===== config.mk =====
export PLATFORM = sky130hd
export DESIGN_NAME = uart_tx_frame
export DESIGN_NICKNAME = d
export VERILOG_FILES = /design/src/rtl/uart_tx_frame.sv
export SDC_FILE = /design/constraint.sdc
export NUM_CORES = 1
export LEC_CHECK = 0
export CAP_MARGIN = 10
export CORE_MARGIN = 10
export CORE_UTILIZATION = 30
export CTS_BUF_LIST = sky130_fd_sc_hd__clkbuf_2 sky130_fd_sc_hd__clkbuf_4 sky130_fd_sc_hd__clkbuf_8
export CTS_CLUSTER_SIZE = 20
export DETAILED_ROUTE_END_ITERATION = 12
export GPL_ROUTABILITY_DRIVEN = 0
export GPL_TIMING_DRIVEN = 1
export PLACE_DENSITY_LB_ADDON = 0.12
export SETUP_SLACK_MARGIN = 0.05
export SYNTH_ARGS = -nofsm -noshare
export SYNTH_HDL_FRONTEND = slang
export SYNTH_SLANG_ARGS = --single-unit

===== constraint.sdc =====
create_clock -name clk_50mhz -period 2.7 [get_ports clk_50mhz]
set_input_delay 0.81 -clock clk_50mhz [delete_from_list [all_inputs] [get_ports clk_50mhz]]
set_output_delay 0.81 -clock clk_50mhz [all_outputs]
set_load 0.02 [all_outputs]

===== src/rtl/uart_tx_frame.sv =====
// UART transmitter: one parallel word per start request becomes a
// start / LSB-first data / optional parity / stop-bit frame on `out`.
// Bit timing comes from an internal baud divider on the system clock.
module uart_tx_frame #(
  parameter int unsigned DATA_BITS    = 8,
  parameter int unsigned PARITY_MODE  = 0,
  parameter int unsigned STOP_BITS    = 1,
  parameter int unsigned CLKS_PER_BIT = 434
) (
  input  logic                 clk_50mhz,
  input  logic                 reset,
  input  logic                 start,
  input  logic [DATA_BITS-1:0] data,
  output logic                 out,
  output logic                 busy,
  output logic                 done
);

  localparam int unsigned BaudW     = $clog2(CLKS_PER_BIT);
  localparam bit          HasParity = (PARITY_MODE != 0);

  typedef enum logic [2:0] {StIdle, StStart, StData, StParity, StStop} state_e;

  state_e               state_q, state_d;
  logic [BaudW-1:0]     baud_q, baud_d;
  logic [3:0]           bit_q, bit_d;
  logic [DATA_BITS-1:0] shift_q, shift_d;
  logic                 parity_q, parity_d;
  logic                 out_q, out_d;
  logic                 busy_q, busy_d;
  logic                 done_q, done_d;
  logic                 tick;

  assign tick = (baud_q == BaudW'(CLKS_PER_BIT - 1));

  // Next-state logic; outputs are derived from the next state so they can be registered.
  always_comb begin
    state_d  = state_q;
    baud_d   = baud_q;
    bit_d    = bit_q;
    shift_d  = shift_q;
    parity_d = parity_q;
    done_d   = 1'b0;

    unique case (state_q)
      StIdle: begin
        if (start) begin
          shift_d  = data;
          // Parity is fixed at acceptance so later data changes cannot alter it.
          parity_d = (PARITY_MODE == 1) ? ~^data : ^data;
          baud_d   = '0;
          bit_d    = '0;
          state_d  = StStart;
        end
      end
      StStart: begin
        baud_d = tick ? '0 : baud_q + 1'b1;
        if (tick) state_d = StData;
      end
      StData: begin
        baud_d = tick ? '0 : baud_q + 1'b1;
        if (tick) begin
          shift_d = shift_q >> 1;
          if (bit_q == 4'(DATA_BITS - 1)) begin
            bit_d   = '0;
            state_d = HasParity ? StParity : StStop;
          end else begin
            bit_d = bit_q + 1'b1;
          end
        end
      end
      StParity: begin
        baud_d = tick ? '0 : baud_q + 1'b1;
        if (tick) state_d = StStop;
      end
      StStop: begin
        baud_d = tick ? '0 : baud_q + 1'b1;
        if (tick) begin
          if (bit_q == 4'(STOP_BITS - 1)) begin
            bit_d   = '0;
            done_d  = 1'b1;
            state_d = StIdle;
          end else begin
            bit_d = bit_q + 1'b1;
          end
        end
      end
      default: state_d = StIdle;
    endcase

    unique case (state_d)
      StStart:  out_d = 1'b0;
      StData:   out_d = shift_d[0];
      StParity: out_d = parity_d;
      default:  out_d = 1'b1;
    endcase
    busy_d = (state_d != StIdle);
  end

  // State and registered outputs; reset aborts any frame in flight.
  always_ff @(posedge clk_50mhz) begin
    if (reset) begin
      state_q  <= StIdle;
      baud_q   <= '0;
      bit_q    <= '0;
      shift_q  <= '0;
      parity_q <= 1'b0;
      out_q    <= 1'b1;
      busy_q   <= 1'b0;
      done_q   <= 1'b0;
    end else begin
      state_q  <= state_d;
      baud_q   <= baud_d;
      bit_q    <= bit_d;
      shift_q  <= shift_d;
      parity_q <= parity_d;
      out_q    <= out_d;
      busy_q   <= busy_d;
      done_q   <= done_d;
    end
  end

  assign out  = out_q;
  assign busy = busy_q;
  assign done = done_q;

endmodule

==> impl_metrics.tcl, run 1 <==
set metrics [dict create \
    cts-root-to-sink-buffers 2 \
    floorplan.die_area_um2 8140 \
    count_of_unique_library_cells_instantiated_by_yosys 45 \
    critPathMaxFanout 3 \
    hold_violations 0 \
    ys_ff_latch 28 \
    nFillCells 523 \
    drc_errors 0 \
    final_report_setup_violation_count 0 \
    worst_hold_path_type "register to register" \
    clk_pin_slew_ns 0.09 \
    outcome "finished clean" \
    global_route.usage.met3_pct 2.33 \
    synthesis.instances 174 \
    global_route_wire_length_before_repair_um 5690 \
    postLayoutSetupSlackWorst_ns 0.447 \
    detailroute.via_count 1274 \
    combined_global_route_utilization_of_all_metal_layers_pct 8.06 \
    layout_worst_path_cycle_share_pct 83.4 \
    pin_count_of_the_biggest_net_entering_global_routing 18 \
    insertedDiodeCount 0 \
    worst-setup-path-type "input pin to register" \
    io_pins 14 \
    setup-tns-final_ns 0 \
    drive_above_1_share_pct 5.95 \
    portBuffers 13 \
    initial_antenna_violation_count 0 \
    place.detailed.hpwl_um 2430 \
    tightest_slew_ns 0.637 \
    clock_insertion_delay_worst_skew_ns 0.27 \
    rows 25 \
    clock_tree.htree_level_count 1 \
    startpoint_type "input pin" \
    syn2layout_area_growth_pct 15.9 \
    drt-initial-drc-count 55 \
    rsz0062_at_grt "false" \
    hold_ws_ns 0.462 \
    powerDensity_nw_per_um2 455 \
    slew_viol_final 0 \
    post-route-util_pct 36.1 \
    synth_sequential_area_ratio_pct 37.9 \
    first_pass_iters 4 \
    power.ir.vdd_worst_mv 0.221 \
    worst_clock_skew_ns 0.00542 \
    endpoint_kind "register" \
    synth_area_per_cell_um2 8.50 \
    async_reset_ff_share_pct 0 \
    worstPathArrival_ns 2.40 \
    postSynthNetCount 189 \
    most_used_routing_layer "met2" \
    grt.met1_usage_pct 10.4 \
    cts_root_buf "sky130_fd_sc_hd__clkbuf_8" \
    cts_tree "built" \
    regArea_um2 561 \
    fin_crit_ns 2.25 \
    cts_inserted_buffers 3 \
    cts_num_sinks 28 \
    die_width_um 90.2 \
    dpl_worst_slack_ns 0.157 \
    critical_path_required_ns 2.85 \
    timing.max_slew.rel_slack_pct 57.4 \
    cts_hold_repair.buffers 0 \
    final_antenna_net_count 0 \
    post_synthesis_cell_area_um2 1480 \
    core_region_area_um2 4750 \
    cts_setup_buffers 0 \
    achievable_clock_frequency_mhz 444 \
    route.final.wire_length_um 3310 \
    warning_count_from_the_yosys_run 0 \
    resized_cells_post_cts 0 \
    start_util_pct 31.1 \
    placedInstanceArea_um2 1670 \
    static-leakage-power_nw 0.621 \
    synth_top_flop_cell "sky130_fd_sc_hd__dfxtp_1" \
    synth-edff-count 0 \
    global_route.usage.met2_pct 12.4 \
    globalRouteOverflowTotal 0 \
    wire_per_inst_um 13.1 \
    vias_per_cell 5.06 \
    die_h_um 90.2 \
    final_nets 202 \
    grt_pass1_vias 1237 \
    final_area_um2 1710 \
    cap_violations 0 \
    multi_input_comb_area_um2 857 \
]
[state kept, by name, indices dropped and copies added (netlist names)]
register,count
baud_q,9
parity_q,1
bit_q,4
out,1
done,1
busy,1
shift_q,8
state_q,3
[power by group]
group	switching [W]	internal, W	total [W]
Combinational	0.0000618	0.0000550	0.000117
Sequential	0.0000111	0.000428	0.000439
Clock	0.000123	0.000100	0.000224
Total	0.000196	0.000584	0.000780
[cells in the final DEF (no fill, tap or decap), types with 4 or more instances in the layout]
| cell | count |
|---|---|
| sky130_fd_sc_hd__nand2_1 | 17 |
| sky130_fd_sc_hd__dfxtp_1 | 28 |
| sky130_fd_sc_hd__clkdlybuf4s50_1 | 13 |
| sky130_fd_sc_hd__a22oi_1 | 6 |
| sky130_fd_sc_hd__ha_1 | 4 |
| sky130_fd_sc_hd__inv_1 | 7 |
| sky130_fd_sc_hd__a21oi_1 | 19 |
| sky130_fd_sc_hd__nor2_1 | 19 |
| sky130_fd_sc_hd__o21ai_0 | 7 |
| sky130_fd_sc_hd__xnor2_1 | 6 |
| sky130_fd_sc_hd__nor3b_1 | 4 |
| sky130_fd_sc_hd__a31oi_1 | 4 |
| sky130_fd_sc_hd__and3_1 | 5 |
| sky130_fd_sc_hd__nand3_1 | 6 |
[final cells by class]
class / count / share of cell area, %
Multi-Input combinational cell: 132 / 50.0
Sequential cell: 28 / 32.7
Timing Repair Buffer: 15 / 8.47
Tap cell: 67 / 4.89
Clock buffer: 3 / 2.41
Inverter: 7 / 1.53
[cells in the mapped netlist, drive strengths merged, types with 5 or more instances]
library cell / n / share of area [%]
dfxtp: 28 / 38
a21oi: 19 / 6.4
nor2: 19 / 4.8
nand2: 17 / 4.3
inv: 7 / 1.8
o21ai: 7 / 2.4
a22oi: 6 / 3.0
nand3: 6 / 2.0
xnor2: 6 / 3.6
and3: 5 / 2.1
[routing by layer]
metal | routed length (µm) | vias up | part of all wire (%)
li1 | - | 655 | -
met1 | 1660 | 601 | 50
met4 | 34 | 0 | 1.0
met3 | 134 | 4 | 4.0
met2 | 1480 | 14 | 45
met5 | 0 | - | 0
[cell families after synthesis]
| logic type | Yosys count | synth area share [%] |
|---|---|---|
| adders and majority gates | 4 | 3.38 |
| buffers and inverters | 14 | 4.14 |
| xor gates and xnor gates | 7 | 4.15 |
| DFF | 28 | 37.9 |
| AOI/OAI and AO/OA | 53 | 23.6 |
| muxes | 2 | 1.35 |
| and+or+nand+nor | 66 | 25.5 |
[through the flow]
step                      power, W  cells
final                     0.000780    252
after CTS                 0.000792    252
after global routing      0.000823    252
after floorplan           0.000526    174
after global placement    0.000565    249
after detailed placement  0.000566    249
[final timing paths]
kind                                              start                 endpoint  slack [ns]  depth (start not counted)
worst min-delay path            shift_q[2]$_SDFFE_PP0P_  shift_q[2]$_SDFFE_PP0P_        0.46                          2
worst min register to register  shift_q[2]$_SDFFE_PP0P_  shift_q[2]$_SDFFE_PP0P_        0.46                          2
worst max register to register   baud_q[0]$_SDFFE_PP0P_           out$_SDFF_PP1_        0.63                          6
worst max-delay path                              start           out$_SDFF_PP1_        0.45                          6
[worst max-delay path: stages]
cell	delay, ns
sky130_fd_sc_hd__clkdlybuf4s50_1	0.48
sky130_fd_sc_hd__or4b_2	0.61
sky130_fd_sc_hd__nand2_1	0.09
sky130_fd_sc_hd__nor2_1	0.05
sky130_fd_sc_hd__o31ai_1	0.24
sky130_fd_sc_hd__o311ai_1	0.13
(Power assumes the default switching activity.)
==> run 2, diff against run 1 <==
==> constraint.sdc (replaced) <==
create_clock -name clk_50mhz -period 2.1 [get_ports clk_50mhz]
set_input_delay 0.63 -clock clk_50mhz [delete_from_list [all_inputs] [get_ports clk_50mhz]]
set_output_delay 0.63 -clock clk_50mhz [all_outputs]
set_load 0.02 [all_outputs]
==> run 2 against run 1 <==
  * Routed wire length up 0.39%
  * Die area did not move
  * Hold slack worse by 0.0027 ns
  * Setup slack worse by 0.33 ns
  * Critical path depth stayed put
  * Sequential power grew 28%
  * Critical path type unchanged
  * Non-clock buffer count is 13 higher
  * Register-to-register slack got worse by 0.45 ns
  * Critical endpoint unchanged
  * Via count is 3.1% higher
==> impl_metrics.tcl, run 2 (synthesized netlist as in run 1, its figures left out) <==
set metrics [dict create \
    nFillCells 505 \
    worst-r2r-cell-count 7 \
    endpoint_kind "register" \
    final_report_setup_violation_count 0 \
    critical_path.endpoint "out$_SDFF_PP1_" \
    critical_path.cell_chain "clkdlybuf4s50_1 -> or4b_4 -> nand2_1 -> nor2_1 -> o31ai_1 -> o311ai_1" \
    critical_path_required_ns 2.25 \
    cts_tree "built" \
    placed_cells 262 \
    die_h_um 90.2 \
    flip_flop_count_of_the_largest_register_after_layout 9 \
    power.share.sequential_pct 52.1 \
    achievable_clock_frequency_mhz 506 \
    static-leakage-power_nw 0.695 \
    worst_setup_path_startpoint "start" \
    drt-initial-drc-count 53 \
    combined_global_route_utilization_of_all_metal_layers_pct 8.28 \
    die_width_um 90.2 \
    slew_viol_final 0 \
    cts_inserted_buffers 3 \
    wire_per_inst_um 12.5 \
    vias_per_cell 4.94 \
    powerDensity_nw_per_um2 587 \
    initial_antenna_violation_count 0 \
    global_route_wire_length_before_repair_um 5730 \
    power.ir.vdd_worst_mv 0.255 \
    clk_pin_slew_ns 0.10 \
    comb_power_share_pct 16.2 \
    r2r-end "out$_SDFF_PP1_" \
    layout_worst_path_cycle_share_pct 94.2 \
    worst-setup-path-type "input pin to register" \
    io_pins 14 \
    clock_tree.htree_level_count 1 \
    r2r_setup_slack_ns 0.18 \
    cts-root-to-sink-buffers 2 \
    insertedDiodeCount 0 \
    portBuffers 13 \
    outcome "finished clean" \
    timing.critical_path.slowest_stage_cell "sky130_fd_sc_hd__clkdlybuf4s50_1" \
    fin_crit_ns 1.98 \
    rsz0062_at_grt "false" \
    worst_clock_skew_ns 0.00572 \
    drc_errors 0 \
    globalRouteOverflowTotal 0 \
    pin_count_of_the_biggest_net_entering_global_routing 16 \
    switching_power_w 0.000271 \
    reg_top3 "baud_q x9, shift_q x8, bit_q x4" \
    largest_register "baud_q" \
    clock_insertion_delay_worst_skew_ns 0.28 \
    core_region_area_um2 4750 \
    timing.critical_path.slowest_cell_delay_ns 0.47 \
    drive_above_1_share_pct 13.6 \
    startpoint_type "input pin" \
    totalPowerFinal_w 0.00108 \
    final_nets 215 \
    internal_w 0.000806 \
    final_antenna_net_count 0 \
    place.detailed.hpwl_um 2550 \
    timing.max_slew.rel_slack_pct 71.2 \
    detailroute.via_count 1313 \
    cap_violations 0 \
    floorplan.die_area_um2 8140 \
    r2r_start "baud_q[1]$_SDFFE_PP0P_" \
    worst_hold_path_type "register to register" \
    start_util_pct 31.1 \
    worstPathArrival_ns 2.13 \
    tightest_slew_ns 0.430 \
    setup-tns-final_ns 0 \
    syn2layout_area_growth_pct 24.2 \
    rows 25 \
    hold_ws_ns 0.459 \
    clkPwrFrac_pct 31.6 \
    cts_num_sinks 28 \
    grt_pass1_vias 1252 \
    route.final.wire_length_um 3320 \
    critPathMaxFanout 2 \
    layout_commonest_cell "sky130_fd_sc_hd__dfxtp_1" \
    first_pass_iters 4 \
    layout_common_cells "sky130_fd_sc_hd__dfxtp_1, sky130_fd_sc_hd__nor2_1, sky130_fd_sc_hd__nand2_1, sky130_fd_sc_hd__a21oi_1, sky130_fd_sc_hd__buf_4" \
    finish.cell_count_without_fillers 266 \
    cts_root_buf "sky130_fd_sc_hd__clkbuf_8" \
    switching_share_pct 25.2 \
    hold_violations 0 \
]
[run 2: cell count changes in the layout (fill, tap and decap cells not counted), sizes merged]
cell,before,now
buf,2,15
clkbuf,3,4
[run 2: final cells by class]
class	count	area, µm²	area share (%)
sequential	28	561	30.5
timing repair buffer	28	243	13.2
tap	67	83.8	4.56
multi-input combinational	132	868	47.3
clock buffer	4	55.1	3.00
inverter	7	26.3	1.43
[run 2: through the flow]
| stage | worst slack (ns) | util [%] | cell area [µm²] |
|---|---|---|---|
| final | 0.122 | 38.6 | 1840 |
| after detailed placement | -0.291 | 37.2 | 1770 |
| after floorplan | 0.272 | - | 1480 |
| after global placement | -0.211 | 37.2 | 1770 |
| after global routing | 0.0832 | 38.6 | 1840 |
| after CTS | 0.144 | 38.5 | 1830 |
[run 2: routing by layer]
metal / vias to the layer above / track usage (%) / part of all wire, %
met2: 17 / 12.7 / 43
met3: 5 / 2.16 / 4.8
met1: 608 / 10.8 / 51
met5: - / 0 / 0
li1: 683 / - / -
met4: 0 / 3.18 / 1.4
[run 2: worst min path at each step]
stage | startpoint | endpoint | cells after the start
3_3_place_gp | shift_q[2]$_SDFFE_PP0P_ | shift_q[2]$_SDFFE_PP0P_ | 2
2_1_floorplan | shift_q[2]$_SDFFE_PP0P_ | shift_q[2]$_SDFFE_PP0P_ | 2
4_1_cts | shift_q[6]$_SDFFE_PP0P_ | shift_q[6]$_SDFFE_PP0P_ | 2
6_report | shift_q[2]$_SDFFE_PP0P_ | shift_q[2]$_SDFFE_PP0P_ | 2
5_1_grt | shift_q[3]$_SDFFE_PP0P_ | shift_q[3]$_SDFFE_PP0P_ | 2
3_5_place_dp | shift_q[2]$_SDFFE_PP0P_ | shift_q[2]$_SDFFE_PP0P_ | 2
[run 2: critical path: cells and delay by family]
kind | cells | cell delay (ns)
compound gates | 2 | 0.44
simple gates | 3 | 0.60
buf+inv | 1 | 0.47
[run 2: power groups by stage]
| stage | Sequential, W | Combinational (W) | Clock (W) |
|---|---|---|---|
| 4_1_cts | 0.000562 | 0.000175 | 0.000354 |
| 3_5_place_dp | 0.000574 | 0.000173 | 0 |
| 5_1_grt | 0.000565 | 0.000196 | 0.000371 |
| 2_1_floorplan | 0.000577 | 0.0000995 | 0 |
| 6_report | 0.000562 | 0.000175 | 0.000341 |
| 3_3_place_gp | 0.000574 | 0.000171 | 0 |
[run 2: repair_timing]
item                                    CTS  global route
gates cloned                              0             0
hold buffers                              0             0
resized for setup                         1             2
setup buffers                             0             0
endpoints found under the setup margin    1             4
pin swaps                                 2             0
==> run 3, diff against run 2 <==
--- a/config.mk
+++ b/config.mk
@@ -12,7 +12,6 @@
 export CTS_CLUSTER_SIZE = 20
 export DETAILED_ROUTE_END_ITERATION = 12
 export GPL_ROUTABILITY_DRIVEN = 0
-export GPL_TIMING_DRIVEN = 1
 export PLACE_DENSITY_LB_ADDON = 0.12
 export SETUP_SLACK_MARGIN = 0.05
 export SYNTH_ARGS = -nofsm -noshare
==> results of run 3 <==
Final layout, timing and power as in run 2 (identical DEF).
